### config.mk
export PLATFORM = sky130hd
export DESIGN_NAME = fifo_axis_reader
export DESIGN_NICKNAME = d
export VERILOG_FILES = /design/src/rtl/util_pkg.sv /design/src/rtl/util_skid2.sv /design/src/rtl/fifo_axis_reader.sv
export SDC_FILE = /design/constraint.sdc
export NUM_CORES = 1
export LEC_CHECK = 0
export CORE_UTILIZATION = 45
export DETAILED_ROUTE_END_ITERATION = 16
export GPL_TIMING_DRIVEN = 0
export PLACE_DENSITY = 0.74
export SLEW_MARGIN = 20
export SYNTH_ARGS = -nofsm -noshare
export SYNTH_HDL_FRONTEND = slang
export SYNTH_SLANG_ARGS = --single-unit
### constraint.sdc
create_clock -name clk -period 3.4 [get_ports clk]
set_input_delay 0.68 -clock clk [delete_from_list [all_inputs] [get_ports clk]]
set_output_delay 0.68 -clock clk [all_outputs]
set_load 0.02 [all_outputs]
### src/rtl/util_pkg.sv
// Shared constants and helpers for util FIFO users.
// AXIS width constants are common to every stream endpoint.
package util_pkg;

    localparam int DEF_BITLEN    = 64;
    localparam int DEF_BURST_LEN = 16;

    localparam int AXIS_TDATA_W = DEF_BITLEN;
    localparam int AXIS_TKEEP_W = DEF_BITLEN / 8;
    localparam int AXIS_TUSER_W = 1;

    typedef struct packed {
        logic [AXIS_TDATA_W-1:0] tdata;
        logic                    tlast;
    } axis_beat_t;

    // Ceiling log2, usable in parameter expressions.
    function automatic int clog2(input int value);
        int r;
        r = 0;
        for (int i = 0; i < 32; i++) begin
            if ((1 << r) < value) begin
                r = r + 1;
            end
        end
        return r;
    endfunction

endpackage

### src/rtl/util_skid2.sv
// Two-entry FIFO-ordered register buffer.
// Entry 0 is always the head; pop shifts entry 1 forward.
module util_skid2
    import util_pkg::*;
#(
    parameter int W = DEF_BITLEN
) (
    input  logic         clk,
    input  logic         rst_n,
    input  logic         wr,
    input  logic [W-1:0] din,
    input  logic         pop,
    output logic [W-1:0] dout,
    output logic [1:0]   occ
);

    logic [W-1:0] r_e0;
    logic [W-1:0] r_e1;
    logic [1:0]   r_occ;
    logic         w_pop;

    assign w_pop = pop & (r_occ != 2'd0);
    assign dout  = r_e0;
    assign occ   = r_occ;

    // Storage and occupancy update for write, pop, or both.
    always_ff @(posedge clk or negedge rst_n) begin
        if (!rst_n) begin
            r_e0  <= '0;
            r_e1  <= '0;
            r_occ <= 2'd0;
        end else begin
            unique case ({wr, w_pop})
                2'b10: begin
                    if (r_occ == 2'd0) begin
                        r_e0 <= din;
                    end else begin
                        r_e1 <= din;
                    end
                    if (r_occ != 2'd2) begin
                        r_occ <= r_occ + 2'd1;
                    end
                end
                2'b01: begin
                    r_e0  <= r_e1;
                    r_occ <= r_occ - 2'd1;
                end
                2'b11: begin
                    if (r_occ == 2'd1) begin
                        r_e0 <= din;
                    end else begin
                        r_e0 <= r_e1;
                        r_e1 <= din;
                    end
                end
                default: begin
                end
            endcase
        end
    end

endmodule

### src/rtl/fifo_axis_reader.sv
// Drains the util FIFO read port into an AXI-Stream master.
// Credit counts buffered plus in-flight words so the buffer never overflows.
module fifo_axis_reader
    import util_pkg::*;
#(
    parameter int BITLEN    = DEF_BITLEN,
    parameter int BURST_LEN = DEF_BURST_LEN,
    parameter int CNT_BIT   = clog2(BURST_LEN)
) (
    input  logic              clk,
    input  logic              rst_n,
    input  logic              en,
    output logic              fifo_rd_en,
    input  logic              fifo_empty,
    input  logic [BITLEN-1:0] fifo_dout,
    output logic [BITLEN-1:0] m_tdata,
    output logic              m_tvalid,
    input  logic              m_tready,
    output logic              m_tlast,
    output logic              burst_done
);

    logic               r_pending;
    logic [CNT_BIT-1:0] r_beat_cnt;
    logic               r_burst_done;
    logic [1:0]         w_occ;
    logic               w_pop;
    logic               w_last;
    logic [2:0]         w_credit;

    assign w_pop    = m_tvalid & m_tready;
    assign w_credit = {1'b0, w_occ}
                    + {2'b00, r_pending}
                    - {2'b00, w_pop};

    // Reset gate keeps the pop request low while held in reset.
    assign fifo_rd_en = rst_n & en & ~fifo_empty
                      & (w_credit < 3'd2);

    assign m_tvalid   = (w_occ != 2'd0);
    assign w_last     = (r_beat_cnt == CNT_BIT'(BURST_LEN - 1));
    assign m_tlast    = m_tvalid & w_last;
    assign burst_done = r_burst_done;

    // Track the word requested last cycle; it lands this edge.
    always_ff @(posedge clk or negedge rst_n) begin
        if (!rst_n) begin
            r_pending <= 1'b0;
        end else begin
            r_pending <= fifo_rd_en;
        end
    end

    // Beat position inside the burst, wraps on the tlast handshake.
    always_ff @(posedge clk or negedge rst_n) begin
        if (!rst_n) begin
            r_beat_cnt <= '0;
        end else if (w_pop) begin
            if (w_last) begin
                r_beat_cnt <= '0;
            end else begin
                r_beat_cnt <= r_beat_cnt + 1'b1;
            end
        end
    end

    // One-cycle pulse after each completed burst.
    always_ff @(posedge clk or negedge rst_n) begin
        if (!rst_n) begin
            r_burst_done <= 1'b0;
        end else begin
            r_burst_done <= w_pop & w_last;
        end
    end

    util_skid2 #(
        .W (BITLEN)
    ) u_skid (
        .clk   (clk),
        .rst_n (rst_n),
        .wr    (r_pending),
        .din   (fifo_dout),
        .pop   (w_pop),
        .dout  (m_tdata),
        .occ   (w_occ)
    );

endmodule
==> out/qor.yml, run 1 <==
period_minus_slack_ns: 3.302
initial_core_util: 0.4675
maxCapViolCount: 0
synth_edf_count: 0
max_stage_delay_ns: 0.48
synth_most_common_cell: "dfrtp_1"
cts_buffer_depth: 2
worstMarginPinSlew_ns: 0.4741
cp-start-kind: "flop"
syn_avg_cell_area_um2: 13.93
yosys-top-cells-area: "dfrtp_1 60%, mux2_2 13%, a221o_1 11%"
reg2reg_depth: 10
gp_congestion: 0.7671
post-route-util: 0.6558
n_antenna_cell: 0
cpMaxStageDelayCell: "fa_1"
place.port_buffers: 136
synthFlopType: "dfrtp_1"
firstDrtPassIters: 4
grt_pass1_wl_um: 22020
slew_headroom: 0.6832
die_x_um: 114.4
clkTransAtPathRegs_ns: 0.06
path_cells: "inv_4 > ha_4 > nand2b_4 > buf_6 > inv_8 > ha_1 > nand2b_1 > fa_1 > nand4b_1 > nor2_1 > buf_4"
netlist_instances: 408
yosys_warnings: 0
holdWs_ns: 0.1830
overflow: 0
worst-setup-path-type: "reg2out"
syn_area_um2: 5685
arrival_ns: 2.62
place_ws_ns: -0.8728
cts_hold_buffers: 0
synthToLayoutAreaGrowth_pct: 40.27
fin_crit_sh: 0.9713
drive_gt1_frac: 0.2363
chipHeight_um: 114.4
r2r_setup_slack_ns: 1.28
fin_ws_ns: 0.09752
hp-class: "in2async"
fin_skew_ns: 0.006202
yosysTopAreaCell: "dfrtp_1"
tns_ns: 0
antenna_found_initial: 0
ys_seq_elements: 136
remaining_drc_errors: 0
finalMaxSlewViolations: 0
avgRoutedWirePerCell_um: 17.95
synth_top_area_frac: 0.5986
outcome: "completed"
async_reset_ff_frac: 1.000
drt_iter0_drc: 235
vdd_drop_max_v: 0.0005230
coreArea_um2: 12160
clock_latency_ns: 0.42
ant_nets: 0
ys_seq_area_frac: 0.5986
synth_nets: 483
grt_pass1_vias: 4309
worstPathMaxFanout: 4
synth_cell_types: 30
final_nets: 646
fill_cells: 903
hpwl_um: 9027
total_power_mw: 7.800
design.portCount: 137
rows: 40
finalSetupViolations: 0
end_kind: "primary output"
cp.required_ns: 2.72
cp_top_family: "adder cells"
rr_endpoint: "r_pending"
cts_inserted_buffers: 17
htree_levels: 4
powerDensity_nw_per_um2: 978.0
vias: 4130
cp_num_buf_inv: 4
tritoncts: "done"
hold_viol: 0
via_per_inst: 5.492
clock_sinks: 136
clock-root-buffer: "clkbuf_16"
grt_util_all_layers: 0.2248
p_leak_nw: 3.666
yosys-top-cells-count: "136 x dfrtp_1, 65 x mux2_2, 63 x a221o_1, 63 x and3_1, 15 x buf_2"
r2r-start: "u_skid.occ[1]"
grt_max_degree: 79
wl_um: 13500
max_freq_mhz: 302.8
dieArea_um2: 13090
cells by family after synthesis:
logic type / Yosys count / synth area share
xor+xnor: 3 / 0.004622
fa+ha+maj: 6 / 0.01452
mux: 67 / 0.1323
compound gates: 73 / 0.1239
flops: 136 / 0.5986
simple gates: 81 / 0.08539
buf+inv: 42 / 0.04071
report_power, final:
part	switching, mW	internal, mW
clock	0.709	1.15
combinational	1.42	1.70
sequential	0.416	2.40
total	2.54	5.26
cells in the final DEF (no fill, tap or decap), types with 7 or more instances in the layout:
cell             instances
buf_4                   10
mux2_2                  65
buf_6                    7
dfrtp_1                135
and3_1                  63
buf_2                   14
a221o_1                 63
clkbuf_16               17
clkbuf_1                12
clkdlybuf4s50_1        133
registers in the layout (all words and copies together) (netlist names):
register	cells
burst_done	1
r_beat_cnt	4
r_pending	1
u_skid.dout	64
u_skid.occ	2
u_skid.r_e1	64
worst max path at each step:
stage	startpoint	to	slack, ns	cells after the start
final	u_skid.occ[1]	fifo_rd_en	0.1	11
after global routing	u_skid.occ[0]	fifo_rd_en	-0.02	11
after CTS	u_skid.occ[1]	fifo_rd_en	0.02	11
after detailed placement	m_tready	fifo_rd_en	-0.87	11
after global placement	rst_n	fifo_rd_en	-4.04	4
after floorplan	u_skid.occ[1]	fifo_rd_en	0.17	11
area by class of cell:
class	instances	area, um^2	share of cell area
buffer	34	201.4	0.02526
clock buffer	17	425.4	0.05334
clock inverter	15	176.4	0.02212
inverter	7	36.28	0.004550
multi-input combinational	230	2071	0.2596
sequential	136	3405	0.4269
tap	168	210.2	0.02636
timing repair buffer	145	1450	0.1818
through the flow:
stage / instances / instance area (um^2)
CTS: 747 / 7928
global placement: 712 / 7257
global route: 752 / 7975
finish: 752 / 7975
floorplan: 408 / 5685
detailed placement: 713 / 7289
per-layer routing:
layer / share of wire / up-vias / global-route usage
met4: 0.016 / 0 / 0.09351
met5: 0 / - / 0
met1: 0.44 / 2095 / 0.2820
met3: 0.071 / 18 / 0.08152
met2: 0.48 / 129 / 0.3527
li1: - / 1888 / -
repair_timing:
item	in CTS	in global routing
pin swaps	1	2
buffers inserted	3	5
resized for setup	14	2
endpoints found under the setup margin	1	1
hold endpoints to repair	0	0
worst reg2reg max path: stages, from the launching register on:
cell and delay [ns]:
dfrtp_2 0.42, inv_4 0.07, ha_4 0.15, nand2b_4 0.12, buf_6 0.12, inv_8 0.03
ha_1 0.25, nand2b_1 0.16, fa_1 0.48, nand4b_1 0.10, nor2_1 0.15
Note: power is estimated with default switching activity, not from simulation.
==> inputs of run 2 (changes only) <==
SETUP_SLACK_MARGIN = 0.1   (was not set)
clock period = 3.2 ns   (was 3.4 ns; I/O delays follow)
==> run 2 against run 1 <==
  * The run now ends with negative setup slack left
  * Wire length down 1.1%
  * Clock skew down 0.00051 ns
  * Critical path depth unchanged
  * Final area about the same
  * Total power up 4.8%
  * Cell count unchanged
  * First-iteration DRC count up 2.6%
  * Clock power down 2%
  * Combinational power up 7.7%
==> out/qor.yml, run 2 (synthesis gave the netlist of run 1 again) <==
outcome: "finished, violations left"
failed_checks: "negative setup slack"
worst-setup-path-type: "reg2out"
overflow: 0  # unchanged
design.portCount: 137  # unchanged
avgRoutedWirePerCell_um: 17.75  # -1.1%
grt_pass1_wl_um: 22050  # about the same
combPwrFrac: 0.411  # +0.011
synthToLayoutAreaGrowth_pct: 40.23  # about the same
wl_um: 13350  # -1.1%
rows: 40  # unchanged
p_int_mw: 5.545  # +5.5%
firstDrtPassIters: 4  # unchanged
htree_levels: 4  # unchanged
worstMarginPinSlew_ns: 0.5215  # +0.04742 ns
die_x_um: 114.4  # unchanged
coreArea_um2: 12160  # unchanged
ant_nets: 0  # unchanged
grt_util_all_layers: 0.2200  # -0.004748
fin_skew_ns: 0.005690  # -0.0005120 ns
cts_buffer_depth: 2  # unchanged
fin_crit_sh: 1.002
clock_sinks: 136  # unchanged
hold_viol: 0  # unchanged
cpMaxStageDelayCell: "fa_1"
arrival_ns: 2.57  # -0.05 ns
drt_iter0_drc: 241  # +2.6%
final_nets: 649  # +0.46%
cp_num_buf_inv: 4  # unchanged
cp.required_ns: 2.56  # -0.16 ns
initial_core_util: 0.4675  # unchanged
grt_max_degree: 72  # -8.9%
dieArea_um2: 13090  # unchanged
drive_gt1_frac: 0.2329  # -0.003425
worstPathMaxFanout: 3  # -1
gp_congestion: 0.7483  # -2.5%
grt_setup_unrepaired: "true"
hpwl_um: 8924  # -1.1%
vias: 4158  # +0.68%
seq_power_share: 0.366  # +0.005
cts_inserted_buffers: 17  # unchanged
finalSetupViolations: 1  # +1
fill_cells: 907  # +0.44%
path_cells: "inv_2 > ha_4 > nand2b_4 > buf_6 > inv_8 > ha_4 > nand2b_4 > fa_1 > nand4b_1 > nor2_4 > buf_6"
vdd_drop_max_v: 0.0005105  # -2.4%
end_kind: "primary output"
cts_hold_buffers: 0  # unchanged
mostFrequentLayoutCells: "136 x dfrtp_1, 133 x clkdlybuf4s50_1, 65 x mux2_2, 63 x and3_1, 63 x a221o_1"
post-route-util: 0.6556  # about the same
netSwitchingFraction: 0.3218  # -0.004367
max_freq_mhz: 311.8
place.port_buffers: 136  # unchanged
clock_latency_ns: 0.41  # about the same
remaining_drc_errors: 0  # unchanged
total_power_mw: 8.176  # +4.8%
n_antenna_cell: 0  # unchanged
cp_top_family: "adder cells"
layout_commonest_cell: "dfrtp_1"
pwr-share-clk: 0.223  # -0.016
cp-start-kind: "flop"
grt_pass1_vias: 4408  # +2.3%
chipHeight_um: 114.4  # unchanged
switchingPower_mw: 2.631  # +3.4%
antenna_found_initial: 0  # unchanged
powerDensity_nw_per_um2: 1026  # +4.9%
via_per_inst: 5.529  # +0.68%
finalMaxSlewViolations: 0  # unchanged
period_minus_slack_ns: 3.207
max_stage_delay_ns: 0.50  # +0.02 ns
clkTransAtPathRegs_ns: 0.06  # about the same
hp-class: "in2async"
fin_ws_ns: -0.007435  # -0.1050 ns
p_leak_nw: 3.671  # +0.13%
clock-root-buffer: "clkbuf_16"
maxCapViolCount: 0  # unchanged
slew_headroom: 0.6524  # -0.03085
tritoncts: "done"
run 2: changes by cell type in the layout (fill, tap and decap cells not counted), sizes merged:
cell | previous run | this run
clkbuf | 29 | 38
clkinv | 7 | 2
buf | 33 | 36
clkinvlp | 3 | 0
bufinv | 3 | 1
inv | 9 | 7
run 2: routing by layer:
layer | wire [um] | global-route usage | vias to the layer above
met5 | 0 | 0 | -
met4 | 250 | 0.08571 | 0
met3 | 931 | 0.07782 | 25
met2 | 6387 | 0.3471 | 142
met1 | 5776 | 0.2784 | 2101
li1 | - | - | 1890
run 2: worst paths after layout:
path                                  from              end  slack, ns  depth (start not counted)
min                                  rst_n  u_skid.dout[42]       0.19                          1
max in group asynchronous            rst_n  u_skid.dout[22]       2.32                          2
max                          u_skid.occ[0]       fifo_rd_en     -0.007                         11
min reg2reg                u_skid.r_e1[41]  u_skid.r_e1[41]       0.49                          1
max reg2reg                  u_skid.occ[0]        r_pending       1.10                         10
min in group clk           u_skid.r_e1[41]  u_skid.r_e1[41]       0.49                          1
run 2: power by group through the flow:
| stage | Combinational [mW] | Clock, mW | Sequential (mW) |
|---|---|---|---|
| 2_1_floorplan | 1.49 | 0 | 3.40 |
| 3_5_place_dp | 3.24 | 0 | 3.00 |
| 4_1_cts | 3.36 | 1.84 | 2.99 |
| 6_report | 3.36 | 1.82 | 3.00 |
| 5_1_grt | 3.61 | 1.92 | 3.08 |
| 3_3_place_gp | 3.14 | 0 | 2.97 |
run 2: cell type report:
class                      instances  area, um^2  area share
buffer                            34       201.4     0.02527
inverter                           7       33.78    0.004237
clock inverter                     3       40.04    0.005022
tap                              168       210.2     0.02637
multi-input combinational        230        2098      0.2632
sequential                       136        3403      0.4269
timing repair buffer             148        1476      0.1852
clock buffer                      26       509.2     0.06387
run 2: what timing repair did:
action | 4_1_cts | 5_1_grt
resized for setup | 19 | 0
hold endpoints to repair | 0 | 0
pin swaps | 3 | 4
setup endpoints to repair | 1 | 1
buffers inserted | 7 | 4
run 2: per-stage QoR:
stage	setup TNS, ns	cell area [um^2]	worst slack, ns	instances	hold WS, ns
CTS	-0.1154	7954	-0.1154	749	0.1973
detailed placement	-1.002	7297	-1.002	713	0.4840
global placement	-523.58	7264	-4.422	712	0.4775
floorplan	0	5693	0.1201	408	0.3444
finish	-0.007435	7973	-0.007435	752	0.1890
global route	-0.1172	7973	-0.1172	752	0.2272
==> inputs of run 3 (changes only) <==
CAP_MARGIN = 40   (was not set)
==> results of run 3 <==
Same layout as run 2: the final DEF is identical, and so are final timing and power.
